--- src/rtl/march_bist_ctrl_pkg.sv ---
// Shared types for the March C- BIST controller: FSM states, op codes and the
// March C- element table (direction, op count, ops in execution order).
package bist_pkg;
    typedef enum logic [1:0] {ST_IDLE, ST_ISSUE, ST_WAIT, ST_DONE} state_e;
    typedef enum logic [1:0] {OP_W0, OP_W1, OP_R0, OP_R1} op_e;

    typedef struct packed {
        logic       down;
        logic [1:0] nops;
        op_e        op0;
        op_e        op1;
    } march_elem_t;

    localparam int NUM_ELEM = 6;

    // M0 up(w0); M1 up(r0,w1); M2 up(r1,w0); M3 down(r0,w1); M4 down(r1,w0); M5 up(r0)
    localparam march_elem_t MARCH_TBL [NUM_ELEM] = '{
        '{1'b0, 2'd1, OP_W0, OP_W0},
        '{1'b0, 2'd2, OP_R0, OP_W1},
        '{1'b0, 2'd2, OP_R1, OP_W0},
        '{1'b1, 2'd2, OP_R0, OP_W1},
        '{1'b1, 2'd2, OP_R1, OP_W0},
        '{1'b0, 2'd1, OP_R0, OP_R0}
    };
endpackage

--- src/rtl/march_bist_ctrl_if.sv ---
// RAM port bundle between the BIST controller (master) and a simple dual-port RAM (slave).
interface march_bist_ctrl_if #(
    parameter int AW = 10,
    parameter int DW = 8
);
    logic [AW-1:0] ram_rd_addr;
    logic [AW-1:0] ram_wr_addr;
    logic [DW-1:0] ram_wr_data;
    logic          ram_wr_en;
    logic [DW-1:0] ram_rd_data;

    modport master (output ram_rd_addr, ram_wr_addr, ram_wr_data, ram_wr_en,
                    input  ram_rd_data);
    modport slave  (input  ram_rd_addr, ram_wr_addr, ram_wr_data, ram_wr_en,
                    output ram_rd_data);
endinterface

--- src/rtl/march_bist_ctrl_bg_gen.sv ---
// Background word generator: bg 0 is all zeros, bg k>=1 sets bit i to bit (k-1) of i.
module bist_bg_gen #(
    parameter int DW = 8
) (
    input  logic [1:0]    bg,
    output logic [DW-1:0] word0,
    output logic [DW-1:0] word1
);
    for (genvar i = 0; i < DW; i++) begin : g_bit
        localparam logic [3:0] IDX = 4'(i);
        assign word0[i] = (bg != 2'd0) && IDX[bg - 2'd1];
    end
    assign word1 = ~word0;
endmodule

--- src/rtl/march_bist_ctrl.sv ---
// March C- RAM self-test controller: owns the RAM port mux, sequences elements and
// backgrounds, and records the first miscompare plus a saturating miscompare count.
module march_bist_ctrl
    import bist_pkg::*;
#(
    parameter int AW     = 10,
    parameter int DW     = 8,
    parameter int RD_LAT = 1,
    parameter int NUM_BG = 2,
    parameter int CNT_W  = 8
) (
    input  logic               clk,
    input  logic               rst,
    input  logic               start,
    input  logic               stop_on_fail,
    input  logic [AW-1:0]      usr_rd_addr,
    input  logic [AW-1:0]      usr_wr_addr,
    input  logic [DW-1:0]      usr_wr_data,
    input  logic               usr_wr_en,
    march_bist_ctrl_if.master  ram,
    output logic               busy,
    output logic               done,
    output logic               pass,
    output logic [AW-1:0]      fail_addr,
    output logic [DW-1:0]      fail_exp,
    output logic [DW-1:0]      fail_act,
    output logic [2:0]         fail_elem,
    output logic [1:0]         fail_bg,
    output logic [CNT_W-1:0]   fail_cnt
);
    state_e        state, state_nxt;
    logic [AW-1:0] addr;
    logic [2:0]    elem;
    logic          opi;
    logic [1:0]    bg, wcnt;
    logic          sof;
    march_elem_t   ent;
    op_e           cur_op;
    logic [DW-1:0] bg0, bg1, exp_word;
    logic          is_rd, op_last, addr_last, elem_last, seq_last;
    logic          cmp, mism, step, launch;

    bist_bg_gen #(.DW(DW)) u_bg (.bg(bg), .word0(bg0), .word1(bg1));

    always_comb begin
        ent       = MARCH_TBL[elem];
        cur_op    = opi ? ent.op1 : ent.op0;
        is_rd     = (cur_op == OP_R0) || (cur_op == OP_R1);
        exp_word  = ((cur_op == OP_W1) || (cur_op == OP_R1)) ? bg1 : bg0;
        op_last   = (ent.nops == 2'd1) || opi;
        addr_last = ent.down ? (addr == '0) : (addr == '1);
        elem_last = (elem == 3'(NUM_ELEM - 1));
        seq_last  = op_last && addr_last && elem_last && (bg == 2'(NUM_BG - 1));
        cmp       = (state == ST_WAIT) && (wcnt == 2'(RD_LAT));
        mism      = cmp && (ram.ram_rd_data != exp_word);
        step      = ((state == ST_ISSUE) && !is_rd) || cmp;
        launch    = start && ((state == ST_IDLE) || (state == ST_DONE));
        state_nxt = state;
        case (state)
            ST_IDLE, ST_DONE: if (start) state_nxt = ST_ISSUE;
            ST_ISSUE: begin
                if (is_rd)         state_nxt = ST_WAIT;
                else if (seq_last) state_nxt = ST_DONE;
            end
            ST_WAIT: if (cmp) state_nxt = ((mism && sof) || seq_last) ? ST_DONE : ST_ISSUE;
            default: state_nxt = ST_IDLE;
        endcase
    end

    always_ff @(posedge clk or negedge rst) begin
        if (!rst) state <= ST_IDLE;
        else      state <= state_nxt;
    end

    assign busy = (state == ST_ISSUE) || (state == ST_WAIT);
    assign done = (state == ST_DONE);
    assign pass = done && (fail_cnt == '0);

    // While busy the user write enable is dropped entirely; only BIST writes reach the RAM.
    always_comb begin
        ram.ram_rd_addr = busy ? addr : usr_rd_addr;
        ram.ram_wr_addr = busy ? addr : usr_wr_addr;
        ram.ram_wr_data = busy ? exp_word : usr_wr_data;
        ram.ram_wr_en   = busy ? ((state == ST_ISSUE) && !is_rd) : usr_wr_en;
    end

    always_ff @(posedge clk or negedge rst) begin
        if (!rst) begin
            addr <= '0; elem <= '0; opi <= 1'b0; bg <= '0; wcnt <= '0; sof <= 1'b0;
            fail_addr <= '0; fail_exp <= '0; fail_act <= '0;
            fail_elem <= '0; fail_bg <= '0; fail_cnt <= '0;
        end else if (launch) begin
            addr <= '0; elem <= '0; opi <= 1'b0; bg <= '0; wcnt <= '0; sof <= stop_on_fail;
            fail_addr <= '0; fail_exp <= '0; fail_act <= '0;
            fail_elem <= '0; fail_bg <= '0; fail_cnt <= '0;
        end else begin
            if (state == ST_ISSUE)     wcnt <= 2'd1;
            else if (state == ST_WAIT) wcnt <= wcnt + 2'd1;
            if (mism) begin
                if (fail_cnt != '1) fail_cnt <= fail_cnt + CNT_W'(1);
                if (fail_cnt == '0) begin
                    fail_addr <= addr;
                    fail_exp  <= exp_word;
                    fail_act  <= ram.ram_rd_data;
                    fail_elem <= elem;
                    fail_bg   <= bg;
                end
            end
            if (step) begin
                if (!op_last) begin
                    opi <= 1'b1;
                end else begin
                    opi <= 1'b0;
                    if (!addr_last) begin
                        addr <= ent.down ? addr - AW'(1) : addr + AW'(1);
                    end else if (!elem_last) begin
                        elem <= elem + 3'd1;
                        addr <= MARCH_TBL[elem + 3'd1].down ? '1 : '0;
                    end else begin
                        elem <= '0;
                        bg   <= bg + 2'd1;
                        addr <= '0;
                    end
                end
            end
        end
    end
endmodule

--- src/flat_wrapper.sv ---
// flat-port wrapper written by rule: the top's interface ports become plain ports
module march_bist_ctrl_flat import bist_pkg::*;
#(
    parameter int AW     = 10,
    parameter int DW     = 8,
    parameter int RD_LAT = 1,
    parameter int NUM_BG = 2,
    parameter int CNT_W  = 8
)
  (clk, rst, start, stop_on_fail, usr_rd_addr, usr_wr_addr, usr_wr_data, usr_wr_en, busy, done, pass, fail_addr, fail_exp, fail_act, fail_elem, fail_bg, fail_cnt, ram_ram_rd_addr, ram_ram_wr_addr, ram_ram_wr_data, ram_ram_wr_en, ram_ram_rd_data);
  march_bist_ctrl_if #(.AW(AW), .DW(DW)) ram_i ();
  input  logic clk;
  input  logic rst;
  input  logic start;
  input  logic stop_on_fail;
  input  logic [AW-1:0] usr_rd_addr;
  input  logic [AW-1:0] usr_wr_addr;
  input  logic [DW-1:0] usr_wr_data;
  input  logic usr_wr_en;
  output logic busy;
  output logic done;
  output logic pass;
  output logic [AW-1:0] fail_addr;
  output logic [DW-1:0] fail_exp;
  output logic [DW-1:0] fail_act;
  output logic [2:0] fail_elem;
  output logic [1:0] fail_bg;
  output logic [CNT_W-1:0] fail_cnt;
  output wire logic [$bits(ram_i.ram_rd_addr)-1:0] ram_ram_rd_addr;
  output wire logic [$bits(ram_i.ram_wr_addr)-1:0] ram_ram_wr_addr;
  output wire logic [$bits(ram_i.ram_wr_data)-1:0] ram_ram_wr_data;
  output wire logic [$bits(ram_i.ram_wr_en)-1:0] ram_ram_wr_en;
  input wire logic [$bits(ram_i.ram_rd_data)-1:0] ram_ram_rd_data;
  assign ram_ram_rd_addr = ram_i.ram_rd_addr;
  assign ram_ram_wr_addr = ram_i.ram_wr_addr;
  assign ram_ram_wr_data = ram_i.ram_wr_data;
  assign ram_ram_wr_en = ram_i.ram_wr_en;
  assign ram_i.ram_rd_data = ram_ram_rd_data;
  march_bist_ctrl #(.AW(AW), .DW(DW), .RD_LAT(RD_LAT), .NUM_BG(NUM_BG), .CNT_W(CNT_W)) u_core (.clk(clk), .rst(rst), .start(start), .stop_on_fail(stop_on_fail), .usr_rd_addr(usr_rd_addr), .usr_wr_addr(usr_wr_addr), .usr_wr_data(usr_wr_data), .usr_wr_en(usr_wr_en), .ram(ram_i), .busy(busy), .done(done), .pass(pass), .fail_addr(fail_addr), .fail_exp(fail_exp), .fail_act(fail_act), .fail_elem(fail_elem), .fail_bg(fail_bg), .fail_cnt(fail_cnt));
endmodule
--- config.mk ---
export PLATFORM = sky130hd
export DESIGN_NAME = march_bist_ctrl_flat
export DESIGN_NICKNAME = d
export VERILOG_FILES = /design/src/rtl/march_bist_ctrl_pkg.sv /design/src/rtl/march_bist_ctrl_if.sv /design/src/rtl/march_bist_ctrl_bg_gen.sv /design/src/rtl/march_bist_ctrl.sv /design/src/flat_wrapper.sv
export SDC_FILE = /design/constraint.sdc
export NUM_CORES = 1
export LEC_CHECK = 0
export BUFFER_PORTS_ARGS = -buffer_cell sky130_fd_sc_hd__buf_2
export CAP_MARGIN = 30
export CORE_MARGIN = 3
export CORE_UTILIZATION = 40
export DETAILED_ROUTE_END_ITERATION = 6
export GPL_ROUTABILITY_DRIVEN = 0
export HOLD_SLACK_MARGIN = 0.15
export PLACE_DENSITY = 0.68
export SKIP_CTS_REPAIR_TIMING = 1
export SYNTH_ARGS = -nofsm -noshare
export SYNTH_HDL_FRONTEND = slang
export SYNTH_SLANG_ARGS = --single-unit
--- constraint.sdc ---
create_clock -name clk -period 5.1 [get_ports clk]
set_clock_uncertainty 0.2 [all_clocks]
set_input_delay 0.51 -clock clk [delete_from_list [all_inputs] [get_ports clk]]
set_output_delay 0.51 -clock clk [all_outputs]
set_load 0.05 [all_outputs]
Yosys cells after proc, flatten, opt, wreduce, memory -nomap -nowiden
Memories as Yosys holds them, arrays and structs flattened.
Cells that the tools add are included.

word-level totals
  register bits = 60
  bits in read-only memories = 112
  input port bits = 41
  output and inout port bits = 71
  logic and storage cells = 162
  memories kept = 2

memory list
  memory           words  width  rd ports  clocked after memory_dff  wr ports  RTL line                text
  (no name shown)  8      7      1         0                         0         march_bist_ctrl.sv:118  addr <= MARCH_TBL[elem + 3'd1].down ? '1 : '0;
  (no name shown)  8      7      1         0                         0         march_bist_ctrl.sv:46   ent = MARCH_TBL[elem];

cells by class
  $add $sub $neg = 7
  $lt $le $gt $ge = 3
  eq/ne operators = 16
  muxes and demuxes = 74
  bitwise operators = 3
  reduce and logical (&&, ||, !) cells = 44

operator list
  cell                                                 count
  two-way mux 10 bit                                   12
  two-way mux 8 bit                                    11
  two-way mux 2 bit                                    17
  two-way mux 7 bit                                    4
  two-way mux 3 bit                                    8
  logical AND 1 bit                                    17
  binary-select mux 1 bit (select 2 bit)               8
  nonzero test 2 bit                                   8
  two-way mux 1 bit                                    13
  adder 10 x 1 -> 10 bit (second input constant)       1
  == test 10 bit (second input constant)               1
  == test 2 x 1 -> 1 bit (second input constant)       5
  zero test 10 bit                                     1
  subtractor 10 x 1 -> 10 bit (second input constant)  1
  adder 8 x 1 -> 8 bit (second input constant)         1
  == test 2 bit (second input constant)                4
  >= comparator 4 bit (second input constant)          2
  zero test 8 bit                                      1
  != test 8 bit                                        1
  != test 8 bit (second input constant)                1
  inverter 3 -> 4 bit                                  2
  inverter 8 bit                                       1
  logical OR 1 bit                                     7
  one-hot mux 2 bit (3 select lines)                   1
  15 further kinds                                     19

Longest topological paths before layout
  depth in word-level cells = 15
  mapped depth = 10
  gate-level depth less buffers = 9

Modules after synthesis
Synthesis repeated with hierarchy kept, for this count alone.

second synthesis, totals
  cell total of the unflattened synthesis = 553
  area, all modules = 4441.8 um^2

by module, submodules not included
  module           times used  cells an instance  area an instance (um^2)  seq. area each (um^2)
  march_bist_ctrl  1           532                4297.9                   1501.4
  bist_bg_gen      1           21                 143.9                    0.0

Least setup slack after synthesis
No wires, ideal clock.

  path kind = reg2out
  from = reg u_core.bg[0]
  to = out ram_ram_wr_data[6]
  arrival time = 2.468 ns
  required time = 4.390 ns
  setup slack = 1.922 ns
  stages on the path, launching flop included = 7
  path buffers = 0
  path through = dfrtp_1 -> inv_1 -> ha_1 -> xnor2_1 -> nor2_1 -> xnor2_1 -> o21ai_0

on the way
  cells in the longest elaborated chain, start to end = 7
  elaborated cells between the ends (all ways) = 8
  classes of those cells = add/sub (1); mux (4); bitwise (1); reduce/logical (2)

RTL lines
  what                                     RTL line                      text
  start, declared                          march_bist_ctrl.sv:35         logic [1:0] bg, wcnt;
  start signal, assigned                   march_bist_ctrl.sv:121        bg <= bg + 2'd1;
  subtractor 2 x 1 -> 2 bit                march_bist_ctrl_bg_gen.sv:11  assign word0[i] = (bg != 2'd0) && IDX[bg - 2'd1];
  binary-select mux 1 bit (select 2 bit)   march_bist_ctrl_bg_gen.sv:11
  two-way mux 1 bit (implied by the code)  march_bist_ctrl_bg_gen.sv:11
  logical AND 1 bit *                      march_bist_ctrl_bg_gen.sv:11
  inverter 8 bit                           march_bist_ctrl_bg_gen.sv:13  assign word1 = ~word0;
  two-way mux 8 bit *                      march_bist_ctrl.sv:49         exp_word = ((cur_op == OP_W1) || (cur_op == OP_R1)) ? bg1 : bg0;
  two-way mux 8 bit *                      march_bist_ctrl.sv:83         ram.ram_wr_data = busy ? exp_word : usr_wr_data;
  end, declared                            flat_wrapper.sv:31            output wire logic [$bits(ram_i.ram_wr_data)-1:0] ram_ram_wr_data;

Mark *: on every way between the ends. The rest lies on a longest branch, timed or not. The select of a mux whose other input is x is not followed.

Worst setup path in the final report
  from = reg u_core.bg[0]
  to = reg u_core.fail_exp[6]

on the way
  cells in the longest elaborated chain, start to end = 10
  elaborated cells between the ends (all ways) = 35
  classes of those cells = add/sub (1); eq/ne (1); mux (20); bitwise (1); reduce/logical (12)

RTL lines
  what                                     RTL line                      text
  subtractor 2 x 1 -> 2 bit                march_bist_ctrl_bg_gen.sv:11
  binary-select mux 1 bit (select 2 bit)   march_bist_ctrl_bg_gen.sv:11
  two-way mux 1 bit (implied by the code)  march_bist_ctrl_bg_gen.sv:11
  logical AND 1 bit                        march_bist_ctrl_bg_gen.sv:11
  inverter 8 bit                           march_bist_ctrl_bg_gen.sv:13
  two-way mux 8 bit *                      march_bist_ctrl.sv:49
  != test 8 bit                            march_bist_ctrl.sv:55         mism = cmp && (ram.ram_rd_data != exp_word);
  logical AND 1 bit                        march_bist_ctrl.sv:55
  nonzero test 2 bit (no source line)      n/a
  AND reduction 2 bit (no source line)     n/a
  end signal, assigned                     march_bist_ctrl.sv:103        fail_exp <= exp_word;
  end, declared                            march_bist_ctrl.sv:25         output logic [DW-1:0] fail_exp,

Marks and branches as above.
A chain may end at the register's enable or synchronous reset.

==> flow_metrics.py <==
metrics = {
    "status": {
        "status": "finished, final reports clean",
    },
    "worst_setup_path": {
        "timing.rr.end": "u_core.fail_exp[6]",
        "critPathSlowestCell": "nand3_2",
        "worstSetupEndpointType": "flip-flop",
        "max_stage_delay_ns": 0.72,
        "cp_top_family": "compound AO/OA/AOI/OAI gates",
        "r2r-start": "u_core.bg[0]",
        "cp.arrival_ns": 3.53,
        "reg2reg_slack_ns": 1.61,
        "worstPathMaxFanout": 31,
        "crit_type": "reg2reg",
        "path_buf_inv": 1,
        "critPathLaunchType": "flip-flop",
        "r2r_cells": 8,
        "crit_chain": "inv_1 > ha_1 > xnor2_1 > o21a_1 > o2111a_1 > o22ai_2 > nand3_2 > a31o_2",
        "cp.required_ns": 5.13,
    },
    "floorplanning": {
        "num_io_pins": 112,
        "initial_core_util": 0.420,
        "die_y_um": 106,
        "core_um2": 9460,
        "rows": 35,
        "fp.dieW_um": 106,
        "die_area_um2": 11200,
    },
    "sta": {
        "max_freq_ghz": 0.286,
        "setup_viol": 0,
        "hold_violations": 0,
        "whs_ns": 0.112,
        "tightest_slew_ns": 0.896,
        "period_share": 0.685,
        "slew_headroom": 0.402,
        "rsz0062_at_grt": "false",
        "drv_slew": 0,
        "fin_tns_setup_ns": 0,
        "fin_crit_ns": 3.49,
    },
    "layout": {
        "seq_area_um2": 1500,
        "antenna_cells": 0,
        "stdcell_area_um2": 4830,
        "area_growth_pct": 21.5,
        "fin_nets": 634,
        "nFillCells": 913,
        "drive_gt1_frac": 0.251,
        "multi_input_comb_area_um2": 2290,
    },
    "placement": {
        "postPlaceCellArea_um2": 4600,
        "dp_hpwl_mm": 7.71,
        "portBuffers": 111,
    },
    "logic_synthesis": {
        "synth_edf_count": 0,
        "synth_top_area_frac": 0.378,
        "avgSynthCellArea_um2": 8.46,
        "syn_inst": 470,
        "synth-seq-area-share": 0.378,
        "synth_flop_cell": "dfrtp_1",
        "synth.area.top_cells": "dfrtp_1 38%, nand2_1 13%, mux2i_1 6.5%",
        "ys_warn_count": 0,
        "mappedNetlistArea_um2": 3980,
        "synth_area_leader_cell": "dfrtp_1",
        "async_flop_share": 1.00,
        "ys_types": 57,
        "syn-num-nets": 532,
        "ys_seq_elements": 60,
    },
    "routing": {
        "ant_nets": 0,
        "drt_iter0_markers": 199,
        "dr.pass1.iters": 4,
        "vias": 3803,
        "viasPerCell": 5.39,
        "wl_per_cell_um": 14.8,
        "drc": 0,
        "routed_wl_mm": 10.4,
    },
    "global_route": {
        "grt_antenna_before_repair": 0,
        "grt_pass1_vias": 3563,
        "track_usage": 0.192,
        "grt-ovfl-total": 0,
        "grt_max_degree": 61,
        "grt_pass1_wl_mm": 17.5,
    },
    "pwr": {
        "p_leak_nw": 2.60,
        "totalPowerFinal_mw": 2.59,
        "peakVddDrop_mv": 0.379,
        "powerDensity_nw_per_um2": 537,
    },
    "min_path": {
        "hp-class": "in2async",
    },
    "clock_tree": {
        "cts-root-buf": "clkbuf_8",
        "cts_tree": "built",
        "numCtsBuffers": 9,
        "cts.sinks": 60,
        "clk_pin_slew_ns": 0.07,
        "clk_latency_ns": 0.34,
        "clock_path_buffers": 2,
        "htreeDepth": 3,
    },
    "run": {
        "cap_violations": 0,
    },
}
[sequential cells by signal, summed over array words and instances (netlist names)]
signal            cells
u_core.fail_cnt       8
u_core.state          2
u_core.bg             2
u_core.fail_addr     10
u_core.fail_bg        2
u_core.fail_elem      3
u_core.fail_exp       8
u_core.sof            1
u_core.elem           3
u_core.addr          10
u_core.opi            1
u_core.fail_act       8
u_core.wcnt           2
[power breakdown]
| group | internal (mW) | total [mW] | switching [mW] | leakage [nW] |
|---|---|---|---|---|
| combinational | 0.355 | 1.50 | 1.14 | 1.68 |
| sequential | 0.542 | 0.617 | 0.0748 | 0.825 |
| clock | 0.287 | 0.479 | 0.192 | 0.105 |
[cell usage in the layout (no fill, tap or decap), types with 4 or more instances in the layout]
master,count
buf_4,6
nand2_1,132
nand3_1,12
inv_1,13
o31ai_1,5
nand4_1,4
xnor2_1,17
or3_1,5
ha_1,20
a21oi_1,14
buf_2,111
o211ai_1,10
and2_1,4
o21ai_0,30
xor2_1,4
dfrtp_1,60
clkbuf_8,10
nor3_1,5
nor4_1,5
and3_1,8
mux2i_1,26
nor2_1,18
[logic make-up (layout without fill, tap and decap cells)]
family | Yosys count | in the layout | synth area share
compound gates | 90 | 90 | 0.151
xor+xnor | 21 | 21 | 0.0463
fa+ha+maj | 21 | 21 | 0.0680
buf+inv | 39 | 146 | 0.0459
flops | 60 | 60 | 0.378
mux | 30 | 30 | 0.0777
simple gates | 209 | 209 | 0.233
[worst register-to-register path: stages (launching register included)]
cell and delay, ns:
dfrtp_1 0.51, inv_1 0.14, ha_1 0.40, xnor2_1 0.19
o21a_1 0.19, o2111a_1 0.27, o22ai_2 0.21, nand3_2 0.72
a31o_2 0.55
[stage by stage]
| stage | setup slack [ns] | utilization | instances |
|---|---|---|---|
| final | 1.61 | 0.511 | 706 |
| after global routing | 1.28 | 0.511 | 706 |
| after CTS | 1.47 | 0.510 | 705 |
| after detailed placement | 1.48 | 0.486 | 689 |
| after global placement | 1.59 | 0.485 | 688 |
| after floorplan | 1.92 | - | 470 |
[area by class of cell]
cell class | instances | area share
Multi-Input combinational cell | 371 | 0.475
Sequential cell | 60 | 0.311
Clock inverter | 6 | 0.0181
Tap cell | 129 | 0.0334
Clock buffer | 10 | 0.0285
Inverter | 13 | 0.0101
Timing Repair Buffer | 117 | 0.124
[worst max-delay path by stage]
stage                    endpoint  cells past startpoint           start  slack [ns]
3_5_place_dp   u_core.fail_exp[6]                      6  u_core.elem[2]        1.48
4_1_cts        u_core.fail_exp[5]                      6  u_core.elem[2]        1.47
2_1_floorplan  ram_ram_wr_data[6]                      6    u_core.bg[0]        1.92
5_1_grt        u_core.fail_exp[2]                      8    u_core.bg[0]        1.28
3_3_place_gp   u_core.fail_exp[6]                      5  u_core.elem[0]        1.59
6_report       u_core.fail_exp[6]                      8    u_core.bg[0]        1.61
[synth_stat cells, types with 3 or more instances]
cell type and number:
o211ai_1 10, nor4_1 5, o21ai_0 30, nand2_1 133, or3_1 5, inv_1 13
nor3_1 5, ha_1 20, a21oi_1 14, a31oi_1 3, mux2_2 3, clkbuf_1 14
xnor2_1 17, o31ai_1 5, nand3_1 12, buf_4 5, and2_1 4, dfrtp_1 60
nor2_1 18, nand4_1 4, and3_1 8, o31a_1 3, xor2_1 4, buf_1 3
mux2i_1 26, a211oi_1 3
[metal layers]
layer  routed length, um  up-vias  track usage
met5                   0        -            0
met4                 223        0       0.0796
met3                 852       18       0.0349
met2                4840      175        0.312
met1                4510     1768        0.252
li1                    -     1842            -
(Power assumes the default switching activity.)
